### config.mk
export PLATFORM = sky130hd
export DESIGN_NAME = pulse_indicator
export DESIGN_NICKNAME = d
export VERILOG_FILES = /design/src/rtl/pulse_indicator_pkg.sv /design/src/rtl/cycle_timer.sv /design/src/rtl/pulse_indicator.sv
export SDC_FILE = /design/constraint.sdc
export NUM_CORES = 1
export LEC_CHECK = 0
export CAP_MARGIN = 20
export CORE_MARGIN = 2
export CORE_UTILIZATION = 54
export CTS_BUF_LIST = sky130_fd_sc_hd__clkbuf_8 sky130_fd_sc_hd__clkbuf_16
export DETAILED_ROUTE_END_ITERATION = 8
export PLACE_DENSITY = 0.75
export SETUP_SLACK_MARGIN = 0.4
export SLEW_MARGIN = 10
export SYNTH_ARGS = -nofsm -noshare
export SYNTH_HDL_FRONTEND = slang
export SYNTH_SLANG_ARGS = --single-unit
export TNS_END_PERCENT = 10
### constraint.sdc
create_clock -name clk -period 2.2 [get_ports clk]
set_input_delay 0.22 -clock clk [delete_from_list [all_inputs] [get_ports clk]]
set_output_delay 0.22 -clock clk [all_outputs]
set_load 0.02 [all_outputs]
### src/rtl/pulse_indicator_pkg.sv
// Shared types and defaults for the pulse indicator: FSM state encoding,
// default timing/queue constants and the timer width helper.
package pulse_indicator_pkg;

  typedef enum logic [1:0] {
    IDLE = 2'd0,
    ON   = 2'd1,
    GAP  = 2'd2
  } state_t;

  localparam int DEFAULT_ON_CYCLES   = 25_000_000;
  localparam int DEFAULT_OFF_CYCLES  = 12_500_000;
  localparam int DEFAULT_MAX_PENDING = 7;

  // Wide enough to hold max(on, off) - 1; never narrower than one bit.
  function automatic int timer_width(input int on_cycles, input int off_cycles);
    int longest;
    longest = (on_cycles > off_cycles) ? on_cycles : off_cycles;
    return (longest < 2) ? 1 : $clog2(longest);
  endfunction

endpackage

### src/rtl/cycle_timer.sv
// Loadable down-counter: load wins, otherwise counts down and parks at zero.
module cycle_timer #(
  parameter int WIDTH = 8
) (
  input  logic             clk,
  input  logic             reset,
  input  logic             load,
  input  logic [WIDTH-1:0] load_value,
  output logic             zero
);

  logic [WIDTH-1:0] count_reg;

  always_ff @(posedge clk) begin
    if (reset) begin
      count_reg <= '0;
    end else if (load) begin
      count_reg <= load_value;
    end else if (count_reg != '0) begin
      count_reg <= count_reg - 1'b1;
    end
  end

  assign zero = (count_reg == '0);

endmodule

### src/rtl/pulse_indicator.sv
// Stretches short event strobes into visible LED blinks, queueing events that
// arrive while a blink or its trailing gap is still in progress.
module pulse_indicator
  import pulse_indicator_pkg::*;
#(
  parameter int ON_CYCLES   = DEFAULT_ON_CYCLES,
  parameter int OFF_CYCLES  = DEFAULT_OFF_CYCLES,
  parameter int MAX_PENDING = DEFAULT_MAX_PENDING
) (
  input  logic                               clk,
  input  logic                               reset,
  input  logic                               pulse,
  output logic                               led,
  output logic                               busy,
  output logic [$clog2(MAX_PENDING+1)-1:0]   pending,
  output logic                               overflow
);

  localparam int TW = timer_width(ON_CYCLES, OFF_CYCLES);
  localparam int PW = $clog2(MAX_PENDING + 1);

  localparam logic [TW-1:0] ON_LOAD  = TW'(ON_CYCLES - 1);
  localparam logic [TW-1:0] OFF_LOAD = TW'(OFF_CYCLES - 1);
  localparam logic [PW-1:0] MAX_P    = PW'(MAX_PENDING);
  localparam logic [PW-1:0] ONE      = PW'(1);

  state_t          state_reg;
  logic [PW-1:0]   pending_reg;
  logic            led_reg;
  logic            busy_reg;
  logic            overflow_reg;

  logic            timer_load;
  logic [TW-1:0]   timer_value;
  logic            timer_zero;
  logic            has_pending;

  assign has_pending = (pending_reg != '0);

  // The timer is loaded on exactly the edges where the FSM enters ON or GAP.
  always_comb begin
    timer_load  = 1'b0;
    timer_value = ON_LOAD;
    case (state_reg)
      IDLE: timer_load = pulse || has_pending;
      ON: begin
        if (timer_zero) begin
          timer_load  = 1'b1;
          timer_value = OFF_LOAD;
        end
      end
      GAP:     timer_load = timer_zero && has_pending;
      default: timer_load = 1'b0;
    endcase
  end

  cycle_timer #(
    .WIDTH(TW)
  ) u_timer (
    .clk       (clk),
    .reset     (reset),
    .load      (timer_load),
    .load_value(timer_value),
    .zero      (timer_zero)
  );

  always_ff @(posedge clk) begin
    if (reset) begin
      state_reg    <= IDLE;
      pending_reg  <= '0;
      led_reg      <= 1'b0;
      busy_reg     <= 1'b0;
      overflow_reg <= 1'b0;
    end else begin
      case (state_reg)
        IDLE: begin
          if (has_pending || pulse) begin
            state_reg <= ON;
            led_reg   <= 1'b1;
            busy_reg  <= 1'b1;
            // A queued event is shown first; a simultaneous pulse replaces it in the queue.
            if (has_pending && !pulse) begin
              pending_reg <= pending_reg - ONE;
            end
          end
        end
        ON: begin
          if (pulse) begin
            if (pending_reg < MAX_P) pending_reg <= pending_reg + ONE;
            else overflow_reg <= 1'b1;
          end
          if (timer_zero) begin
            state_reg <= GAP;
            led_reg   <= 1'b0;
          end
        end
        GAP: begin
          if (timer_zero) begin
            if (has_pending) begin
              state_reg <= ON;
              led_reg   <= 1'b1;
              if (!pulse) pending_reg <= pending_reg - ONE;
            end else begin
              state_reg <= IDLE;
              busy_reg  <= 1'b0;
              if (pulse) pending_reg <= pending_reg + ONE;
            end
          end else if (pulse) begin
            if (pending_reg < MAX_P) pending_reg <= pending_reg + ONE;
            else overflow_reg <= 1'b1;
          end
        end
        default: begin
          state_reg <= IDLE;
          led_reg   <= 1'b0;
          busy_reg  <= 1'b0;
        end
      endcase
    end
  end

  assign led      = led_reg;
  assign busy     = busy_reg;
  assign pending  = pending_reg;
  assign overflow = overflow_reg;

endmodule

# ---- Word level (Yosys, flattened, before mapping)
# Cells that the tools add are included.
dict set report classes {
  bitwise_logic 1
  muxes 32
  magnitude_cmp 1
  eq_ne 11
  n_reduce_logical 16
  addsub 3
}
# op n
set ops {}
lappend ops {{$mux W25} 4}
lappend ops {{$logic_not A25 Y1} 1}
lappend ops {{$reduce_bool A25 Y1} 1}
lappend ops {{$sub A25 B1 Y25 const B} 1}
lappend ops {{$mux W3} 8}
lappend ops {{$ne A2 B2 Y1 const B} 7}
lappend ops {{$mux W1} 11}
lappend ops {{$pmux W1 S3} 3}
lappend ops {{$pmux W3 S3} 1}
lappend ops {{$ne A4 B4 Y1 const B} 2}
lappend ops {{$reduce_and A4 Y1} 2}
lappend ops {{$mux W2} 3}
lappend ops {{$pmux W2 S3} 1}
lappend ops {{$reduce_bool A3 Y1} 2}
lappend ops {{$reduce_and A5 Y1} 1}
lappend ops {{$reduce_bool A2 Y1} 2}
lappend ops {{$add A3 B1 Y3 const B} 1}
lappend ops {{$lt A3 B3 Y1 const B} 1}
lappend ops {{$reduce_and A3 Y1} 1}
lappend ops {{$sub A3 B1 Y3 const B} 1}
lappend ops {{$eq A2 B1 Y1 const B} 1}
lappend ops {{$eq A2 B2 Y1 const B} 1}
lappend ops {{$logic_and A1 B1 Y1} 2}
lappend ops {{$logic_not A2 Y1} 1}
lappend ops {{other kinds (5)} 5}
dict set report word_totals {
  ff_bits 33
  word_cells 70
}

# ---- Depth between registers and ports, before layout
dict set report depth {
  word_depth 5
  depth_mapped 9
  depth_no_buf 8
}

# ---- Cells and area by module
# A second synthesis with hierarchy kept.
dict set report hier_totals {
  cells_unflattened 255
  area_unflattened_um2 2119.5
}
# module cells_per_inst n_inst area_per_inst_um2 seq_area_each_um2
set by_module_without_submodules {}
lappend by_module_without_submodules {cycle_timer 155 1 1350.0 500.5}
lappend by_module_without_submodules {pulse_indicator 100 1 769.5 160.2}

# ---- Worst setup path before layout
# OpenSTA, ideal clock, no wires.
dict set report synth_path {
  kind {reg2reg}
  from {register u_timer.count_reg[16]}
  to {register busy_reg, in the netlist busy}
  stages_incl_launch_ff 8
  setup_time_ns 0.128
  n_path_buf 1
  setup_slack_ns -0.134
  period_less_slack_ns 2.334
  arrival_time_ns 2.207
  path_cell_list {dfxtp_1 or4_4 or3_4 or3_1 buf_4 a211oi_2 mux2i_1 nor2_1}
}
dict set report synth_via {
  elab_chain_len 3
}
# element line_no
set synth_rtl {}
lappend synth_rtl {{from (decl)} cycle_timer.sv:12} ;# logic [WIDTH-1:0] count_reg;
lappend synth_rtl {{from (signal assigned)} cycle_timer.sv:18} ;# count_reg <= load_value;
lappend synth_rtl {{from (signal assigned)} cycle_timer.sv:20} ;# count_reg <= count_reg - 1'b1;
lappend synth_rtl {{$logic_not A25 Y1} cycle_timer.sv:24} ;# assign zero = (count_reg == '0);
lappend synth_rtl {{$ne A2 B2 Y1 (no line)} --}
lappend synth_rtl {{$reduce_and A4 Y1 (no line)} --}
lappend synth_rtl {{to (signal assigned)} pulse_indicator.sv:72} ;# busy_reg <= 1'b0;
lappend synth_rtl {{to (signal assigned)} pulse_indicator.sv:80} ;# busy_reg <= 1'b1;
lappend synth_rtl {{to (signal assigned)} pulse_indicator.sv:105} ;# busy_reg <= 1'b0;
lappend synth_rtl {{to (decl)} pulse_indicator.sv:30} ;# logic busy_reg;
# Every way passes these cells.
# A chain may end at the register's enable or synchronous reset.

# ---- Worst setup path in the final report
dict set report layout_path {
  from {register u_timer.count_reg[19]}
  to {register u_timer.count_reg[14]}
}
dict set report layout_via {
  elab_chain_len 4
  elab_cells_between_ends 9
  classes_between {5 x mux; 4 x reduce/logical}
}
# element line_no
set layout_rtl {}
lappend layout_rtl {{$logic_not A25 Y1} cycle_timer.sv:24}
lappend layout_rtl {{$mux W1, or another cell as far along} pulse_indicator.sv:47} ;# if (timer_zero) begin
lappend layout_rtl {{$pmux W1 S3 or $mux W25 (tied branches)} pulse_indicator.sv:44} ;# case (state_reg)
lappend layout_rtl {{$mux W25 or $reduce_bool A2 Y1 (tied branches)} --}
# Several ways; a longest one is shown, not always the timed one.

==> flow_summary.ini <==
[run_status]
status = finished, violations left
violations = setup timing

[timing]
period_share_pct = 103
worst_pin_slew_ns = 0.590
setup_ws_ns = -0.0720
maxSlewHeadroom_pct = 60.5
grt_setup_unrepaired = yes
min_period_ns = 2.27
fmax_mhz = 440
drv_slew = 0
skew_ns = 0.00556
setup_viol_count_final = 13
hold_violations = 0

[routing]
top_layer = met4
routed-wl-met3_um = 219
vias = 1886
route.met2.wl_um = 2360
postRouteWirelength_um = 4810
drtPass1Iterations = 4
drt_iter0_drc = 126
routedWlPerCell_um = 14.7
drtAntennaViolNets = 0
via_per_inst = 5.75
m1WireLength_um = 2180
drc = 0

[pwr]
p_sw_share_pct = 39.5
share_comb_of_total_power_pct = 53.3
cellPowerDensity_mw_per_mm2 = 1300
vdd_drop_max_uv = 881
pwr-share-seq_pct = 28.4
p_switching_mw = 1.28
leakage_nw = 1.01
power.share.clock_pct = 18.3
p_int_mw = 1.96

[clocking]
clock_insertion_delay_worst_skew_ns = 0.29
clk_path_buf_depth = 2
cts_inserted_buffers = 5
tritoncts = built
clkTransAtPathRegs_ns = 0.07
cts_htree_levels = 2
cts_root_buf = clkbuf_8
clock_sinks = 33

[layout]
drive_gt1_share_pct = 21.1
regArea_um2 = 661
n_fill_cell = 280
antennaDiodeCount = 0
multiInputGateArea_mm2 = 0.00127
areaGrowthSynthToFinish_pct = 25.0
design_area_mm2 = 0.00249
largest_reg_flops = 25
nNetsFinal = 290
mostFrequentLayoutCells = dfxtp_1 (33), buf_4 (33), a21oi_1 (27), nand2_1 (20), xor2_1 (13)
stdcell_count = 328

[hold_path]
hold_path.class = reg -> reg

[synth]
ys_types = 52
synth_top_area_share_pct = 33.1
synth_enable_flop_cells = 0
avgSynthCellArea_um2 = 8.24
synth-warning-count = 0
syn-num-nets = 253
synth_area_leaders = dfxtp_1 (33%), a21oi_1 (7.0%), xor2_1 (5.7%)
synth_area_leader_cell = dfxtp_1
ys_seq_area_share_pct = 33.1
synth_flop_cell = dfxtp_1
ys_ff_latch = 33
mappedNetlistArea_mm2 = 0.00199
netlist_instances = 242
async_flop_share_pct = 0

[worst_setup_path]
cpMaxStageDelayCell = or4_4
critical_path_class = reg -> reg
crit_top_cell = or3_4
cp-end-kind = flop
crit_family = simple AND/OR/NAND/NOR gates
cp-start-kind = flop
cpPeakStageDelay_ns = 0.53
crit_chain = or4_4 > or3_4 > or3_4 > buf_4 > nand4_1 > xor2_1 > a21oi_1
path_buf_inv = 1
required_ns = 2.37
cp_max_fo = 9
crit_arrival_ns = 2.44

[die]
start_util_pct = 55.3
pin_count = 9
dieArea_mm2 = 0.00420
die_h_um = 64.8
core_area_mm2 = 0.00361
num_rows = 22
die_w_um = 64.8

[global_route]
grt-ovfl-total = 0
antenna_found_initial = 0
grt_max_degree = 21
grt_pass1_vias = 1782
grt_pass1_wl_um = 7890
grtUsageTotal_pct = 24.0

[placed_design]
io_buffers = 8
place_area_mm2 = 0.00230
place_congestion = 0.805
dp_cells = 317
dp_hpwl_um = 3240

[run]
cap_violations = 0
[worst reg2reg max path, cell delays in order, from the launching register on]
cell,delay (ns)
dfxtp_1,0.31
or4_4,0.53
or3_4,0.37
or3_4,0.38
buf_4,0.19
nand4_1,0.11
xor2_1,0.18
a21oi_1,0.09
[final cells by class]
type | count | share of cell area, %
Clock buffer | 6 | 3.31
Clock inverter | 2 | 1.36
Inverter | 10 | 1.51
Multi-Input combinational cell | 186 | 50.9
Sequential cell | 33 | 26.5
Tap cell | 48 | 2.41
Timing Repair Buffer | 43 | 14.1
[worst paths after layout]
path                                         endpoint  depth (start not counted)  slack, ns                   from
worst max-delay path            u_timer.count_reg[14]                          7      -0.07  u_timer.count_reg[19]
worst min-delay path            u_timer.count_reg[24]                          2       0.47  u_timer.count_reg[24]
worst max register to register  u_timer.count_reg[14]                          7      -0.07  u_timer.count_reg[19]
worst min register to register  u_timer.count_reg[24]                          2       0.47  u_timer.count_reg[24]
[power by group through the flow]
stage | Combinational [mW] | Sequential [mW] | Clock [mW]
after global routing | 1.88 | 0.946 | 0.622
after global placement | 1.57 | 0.929 | 0
after CTS | 1.70 | 0.920 | 0.595
after detailed placement | 1.59 | 0.929 | 0
final | 1.73 | 0.922 | 0.592
after floorplan | 1.06 | 0.958 | 0
[timing repair]
action                                 4_1_cts  5_1_grt
setup buffers                                2        1
pin swaps                                    6        0
endpoints found under the hold margin        0        0
hold buffers                                 0        0
setup endpoints to repair                   33       33
gates cloned                                 0        0
gates resized for setup                     10        1
[synthesized netlist by cell type, types with 6 or more instances]
| master | number |
|---|---|
| nand3_1 | 9 |
| nand2_1 | 20 |
| dfxtp_1 | 33 |
| nor2_1 | 13 |
| clkbuf_1 | 7 |
| or3_1 | 6 |
| xor2_1 | 13 |
| nor3_1 | 8 |
| ha_1 | 8 |
| a21oi_1 | 28 |
| xnor2_1 | 8 |
| inv_1 | 10 |
| nor4_1 | 9 |
[per-layer routing]
| metal | global-route usage (%) | vias up |
|---|---|---|
| met5 | 0 | - |
| met4 | 7.71 | 0 |
| met3 | 5.03 | 8 |
| met2 | 41.2 | 51 |
| met1 | 29.8 | 885 |
| li1 | - | 942 |
[cell families (layout without fill, tap and decap cells)]
logic type               after synthesis  after routing  share of synthesized area (%)
adder cells (fa/ha/maj)                8              8                           5.02
multiplexers                           3              3                           1.51
flip-flops                            33             33                           33.1
AND/OR/NAND/NOR                       91             91                           24.9
XOR/XNOR                              21             21                           9.22
buffers and inverters                 23             61                           5.40
AO/OA/AOI/OAI                         63             63                           20.8
[per-stage QoR]
| stage | setup slack [ns] | hold slack [ns] | setup TNS [ns] | util, % | power, mW |
|---|---|---|---|---|---|
| floorplan | -0.0448 | 0.444 | -0.110 | - | 2.02 |
| global placement | -0.0769 | 0.459 | -0.376 | 63.9 | 2.50 |
| detailed placement | -0.129 | 0.455 | -0.965 | 63.9 | 2.52 |
| CTS | -0.0593 | 0.465 | -0.247 | 68.8 | 3.21 |
| global route | -0.125 | 0.498 | -1.33 | 69.1 | 3.45 |
| finish | -0.0720 | 0.472 | -0.385 | 69.1 | 3.24 |
(Power assumes the default switching activity.)
